--- config.mk ---
export PLATFORM = sky130hd
export DESIGN_NAME = fetch_unit
export DESIGN_NICKNAME = d
export VERILOG_FILES = /design/src/rtl/mips_pkg.sv /design/src/rtl/pc_next.sv /design/src/rtl/fetch_unit.sv
export SDC_FILE = /design/constraint.sdc
export NUM_CORES = 1
export LEC_CHECK = 0
export BUFFER_PORTS_ARGS = -buffer_cell sky130_fd_sc_hd__buf_4
export CORE_ASPECT_RATIO = 1.2
export CORE_MARGIN = 2
export CORE_UTILIZATION = 30
export DETAILED_ROUTE_END_ITERATION = 8
export PLACE_DENSITY = 0.59
export SLEW_MARGIN = 20
export SYNTH_ARGS = -nofsm -noshare
export SYNTH_HDL_FRONTEND = slang
export SYNTH_SLANG_ARGS = --single-unit
--- constraint.sdc ---
create_clock -name clk -period 2.2 [get_ports clk]
set_clock_uncertainty 0.15 [all_clocks]
set_input_delay 0.11 -clock clk [delete_from_list [all_inputs] [get_ports clk]]
set_output_delay 0.11 -clock clk [all_outputs]
set_load 0.02 [all_outputs]
--- src/rtl/mips_pkg.sv ---
// Shared MIPS core definitions: fetch FSM states, instruction field positions, reset PC.
package mips_pkg;

  typedef enum logic [1:0] {
    StIdle  = 2'd0,
    StFetch = 2'd1,
    StIssue = 2'd2,
    StHalt  = 2'd3
  } fetch_state_e;

  localparam int unsigned OP_HI    = 31;
  localparam int unsigned OP_LO    = 26;
  localparam int unsigned FUNCT_HI = 5;
  localparam int unsigned FUNCT_LO = 0;
  localparam int unsigned JIDX_HI  = 25;

  localparam logic [31:0] RESET_PC = 32'h0000_0000;

endpackage

--- src/rtl/pc_next.sv ---
// Next-PC selection: jump target formation, jump-over-branch priority and alignment check.
module pc_next
  import mips_pkg::*;
(
  input  logic [31:0]      pc_plus4,
  input  logic [JIDX_HI:0] jidx,
  input  logic             pc_src,
  input  logic             jump,
  input  logic [31:0]      branch_target,
  output logic [31:0]      next_pc,
  output logic             misaligned
);

  logic [31:0] jtarget;

  always_comb begin
    jtarget = {pc_plus4[31:28], jidx, 2'b00};
    if (jump) begin
      next_pc = jtarget;
    end else if (pc_src) begin
      next_pc = branch_target;
    end else begin
      next_pc = pc_plus4;
    end
    misaligned = (next_pc[1:0] != 2'b00);
  end

endmodule

--- src/rtl/fetch_unit.sv ---
// Instruction-fetch stage: PC, IR and retired counter with a req/ack imem handshake.
module fetch_unit
  import mips_pkg::*;
#(
  parameter logic [31:0] RESET_PC      = mips_pkg::RESET_PC,
  // Reset value of the retired counter; nonzero only to exercise wrap-around.
  parameter logic [31:0] RETIRED_RESET = 32'h0000_0000
) (
  input  logic        clk,
  input  logic        reset,
  output logic        imem_req,
  output logic [31:0] imem_addr,
  input  logic        imem_ack,
  input  logic [31:0] imem_rdata,
  output logic [31:0] instr,
  output logic [5:0]  op,
  output logic [5:0]  funct,
  output logic        instr_valid,
  input  logic        instr_ready,
  output logic [31:0] pc_plus4,
  input  logic        pc_src,
  input  logic        jump,
  input  logic [31:0] branch_target,
  output logic        fault,
  output logic [31:0] retired
);

  fetch_state_e state_q, state_d;
  logic [31:0]  pc_q, pc_d;
  logic [31:0]  instr_q, instr_d;
  logic [31:0]  retired_q, retired_d;
  logic [31:0]  next_pc;
  logic         misaligned;

  assign pc_plus4 = pc_q + 32'd4;

  pc_next u_pc_next (
    .pc_plus4      (pc_plus4),
    .jidx          (instr_q[JIDX_HI:0]),
    .pc_src        (pc_src),
    .jump          (jump),
    .branch_target (branch_target),
    .next_pc       (next_pc),
    .misaligned    (misaligned)
  );

  always_comb begin
    state_d   = state_q;
    pc_d      = pc_q;
    instr_d   = instr_q;
    retired_d = retired_q;
    unique case (state_q)
      StIdle: state_d = StFetch;
      StFetch: begin
        if (imem_ack) begin
          instr_d = imem_rdata;
          state_d = StIssue;
        end
      end
      StIssue: begin
        if (instr_ready) begin
          retired_d = retired_q + 32'd1;
          if (misaligned) begin
            state_d = StHalt;
          end else begin
            pc_d    = next_pc;
            state_d = StFetch;
          end
        end
      end
      StHalt: state_d = StHalt;
      default: state_d = StIdle;
    endcase
  end

  always_ff @(posedge clk) begin
    if (reset) begin
      state_q   <= StIdle;
      pc_q      <= RESET_PC;
      instr_q   <= 32'h0000_0000;
      retired_q <= RETIRED_RESET;
    end else begin
      state_q   <= state_d;
      pc_q      <= pc_d;
      instr_q   <= instr_d;
      retired_q <= retired_d;
    end
  end

  // Handshake outputs are decoded from state only, never from inputs.
  assign imem_req    = (state_q == StFetch);
  assign instr_valid = (state_q == StIssue);
  assign fault       = (state_q == StHalt);
  assign imem_addr   = pc_q;
  assign instr       = instr_q;
  assign op          = instr_q[OP_HI:OP_LO];
  assign funct       = instr_q[FUNCT_HI:FUNCT_LO];
  assign retired     = retired_q;

endmodule

==> summary.md <==
| Metric | Value |
|---|---|
| Crit-path max FO | `6` |
| GRT overflow | `0` |
| Setup Crit Path Kind | `reg -> out` |
| Later-pin clock latency in the skew report | `0.36 ns` |
| Area grow syn2layout | `62.3%` |
| Nets@finish | `1027` |
| RSZ-0062 raised after global routing | `yes` |
| Post-synth top area share | `37.8%` |
| Most common cell after layout, fill and taps aside | `buf_4` |
| Die extent in x | `124 µm` |
| Slew headroom | `53.9%` |
| Post-Route Utilization | `49.8%` |
| Pin count of the biggest net entering global routing | `94` |
| Internal reg-to-reg setup slack | `0.09 ns` |
| Most frequent cells in the layout | `buf_4, nand2_1, dfxtp_1` |
| Register area share after synthesis | `37.8%` |
| Synth Flop Type | `dfxtp_1` |
| Routed WL | `18900 µm` |
| Static leakage | `3.60 nW` |
| Die height | `148 µm` |
| Clk sink count | `98` |
| Core Area | `0.0169 mm²` |
| Vias per std cell | `5.01` |
| Worst r2r path cells | `5` |
| Synth Register Bits | `98` |
| NetSw | `0.00109 W` |
| Pwr dens | `484 mW/mm²` |
| Syn avg cell area | `7.87 µm²` |
| Worst EP required | `1.94 ns` |
| Hold slack | `0.00290 ns` |
| Internal power | `0.00299 W` |
| Input/output buffers | `212` |
| Place WS | `0.0574 ns` |
| N_diodes | `0` |
| WL per Instance | `16.1 µm` |
| Layout cells sized above 1 | `39.2%` |
| Vias in the first global route | `5495` |
| Final Cell Area | `0.00842 mm²` |
| DR pass1 iterations | `5` |
| Yosys warnings | `0` |
| Final slew viol count | `0` |
| Placed cell areas | `0.00727 mm²` |
| CTS max path bufs | `2` |
| Part of the power in registers | `45.3%` |
| Die Area | `0.0184 mm²` |
| Worst hold path type | `in -> reg` |
| Global Route Usage Sum | `20.2%` |
| CTS tree | `done` |
| Final hold vios | `0` |
| Final worst setup slack | `0.0463 ns` |
| Via count | `5892` |
| Synth top area cells | `dfxtp_1, nand2_1, a21oi_1, xnor2_1, nor2_1` |
| Antenna Violating Nets Remaining | `0` |
| Hold path cells | `4` |
| Placer Congestion | `0.864` |
| Tcrit/Tclk final | `97.9%` |
| Initial antenna violation count | `0` |
| Final Setup Violations | `0` |
| Post-DP HPWL | `13500 µm` |
| Number of remaining DRC errors | `0` |
| DRT iter0 DRCs | `328` |
| Clk pin slew, worst setup/hold paths | `0.07 ns` |
| Clock power share | `39.6%` |
| Boundary pin count | `213` |
| Mapped Nets | `731` |
| Post-synth EDFFs | `0` |
| Row count | `52` |
| Peak supply drop | `0.399 mV` |
| Num CTS Buffers | `9` |
| Crit path arrival time | `1.89 ns` |
| H-tree depth | `3` |
| Switching share of power | `26.6%` |
| Outcome | `completed` |
| Crit. End Element | `output port` |
| Root Driver | `clkbuf_16` |
| Fmax | `464 MHz` |
| Logic pwr share | `15.1%` |
| Tmin final | `2.15 ns` |
| Total power | `0.00408 W` |
| Max Cap Viol | `0` |
| Gate Count Post-Synth | `659` |
| Cell taking the most area after synthesis | `dfxtp_1` |
| Startpoint types | `flip-flop` |
| First-pass GRT wire length | `29000 µm` |
| Cell area after synthesis | `0.00519 mm²` |
| Count of cell types in the netlist | `55` |
| Starting Density | `30.7%` |
| Least-Margin Pin Slew | `0.692 ns` |
| Async S/R FF share, synth | `0%` |
[registers in the layout (all words and copies together), names as in the netlist]
signal	count
instr	32
state_q	2
imem_addr	32
retired	32
[cell families after synthesis]
| group | Yosys count | share of synthesized area (%) |
|---|---|---|
| buffers and inverters | 81 | 7.02 |
| multiplexers | 3 | 0.579 |
| AO/OA/AOI/OAI | 147 | 18.4 |
| flip-flops | 98 | 37.8 |
| adder cells (fa/ha/maj) | 2 | 0.482 |
| AND/OR/NAND/NOR | 275 | 26.7 |
| XOR/XNOR | 53 | 8.95 |
[power by group through the flow]
stage,Clock [W],Combinational [W],Sequential (W)
6_report,0.00161,0.000617,0.00185
5_1_grt,0.00175,0.000662,0.00185
4_1_cts,0.00166,0.000610,0.00185
3_5_place_dp,0,0.000539,0.00190
3_3_place_gp,0,0.000538,0.00190
2_1_floorplan,0,0.000240,0.00193
[synthesized netlist by cell type (all sizes together) (5+ instances only)]
| library cell | instances |
|---|---|
| buf | 17 |
| and3 | 6 |
| nor2 | 61 |
| xnor2 | 32 |
| a22oi | 9 |
| nand2 | 95 |
| xor2 | 21 |
| or2 | 6 |
| nor3 | 14 |
| a222oi | 5 |
| nand4 | 19 |
| o31a | 8 |
| and4 | 10 |
| a211oi | 6 |
| nor4 | 15 |
| dfxtp | 98 |
| o21ai | 22 |
| o211ai | 5 |
| clkbuf | 43 |
| o32ai | 10 |
| inv | 20 |
| nand2b | 5 |
| a21oi | 58 |
| nand3 | 26 |
[cell type report]
| cell class | count | area [µm²] |
|---|---|---|
| Multi-Input combinational cell | 480 | 3020 |
| Fill cell | 1646 | 8500 |
| Sequential cell | 98 | 2020 |
| Tap cell | 216 | 270 |
| Clock buffer | 10 | 229 |
| Clock inverter | 5 | 63.8 |
| Timing Repair Buffer | 345 | 2740 |
| Inverter | 21 | 78.8 |
[timing repair]
item,4_1_cts,5_1_grt
hold endpoints to repair,48,0
gates cloned,0,0
endpoints found under the setup margin,16,24
resized for setup,23,29
setup buffers,14,16
pin swaps,17,12
hold buffers,47,0
[routing by layer]
layer  vias to the layer above  share of wire (%)  track usage (%)
li1                       2917                  -                -
met1                      2731                 42             24.6
met2                       212                 49             33.8
met3                        32                6.6             4.68
met4                         0                2.5             8.31
met5                         -                  0                0
[path summary, 6_finish.rpt]
kind                             start                         end
max reg2reg    state_q[0]$_SDFFE_PP0P_    retired[31]$_SDFFE_PP0P_
max          imem_addr[8]$_SDFFE_PP0P_                pc_plus4[20]
min reg2reg     instr[20]$_SDFFE_PP0P_      instr[20]$_SDFFE_PP0P_
min                  branch_target[27]  imem_addr[27]$_SDFFE_PP0P_
[worst max-delay path, stage by stage (launching register included)]
cell and delay [ns]:
dfxtp_4 0.38, nand4_4 0.15, or2_4 0.34, o31a_1 0.31, or2_4 0.23, buf_6 0.13
[metrics by stage]
stage	std cells	setup TNS [ns]
final	1175	0
after global routing	1175	-0.0467
after CTS	1159	-0.00265
after detailed placement	1083	0
after global placement	1083	0
after floorplan	659	0
No activity file was read; power rests on OpenSTA's default activity.
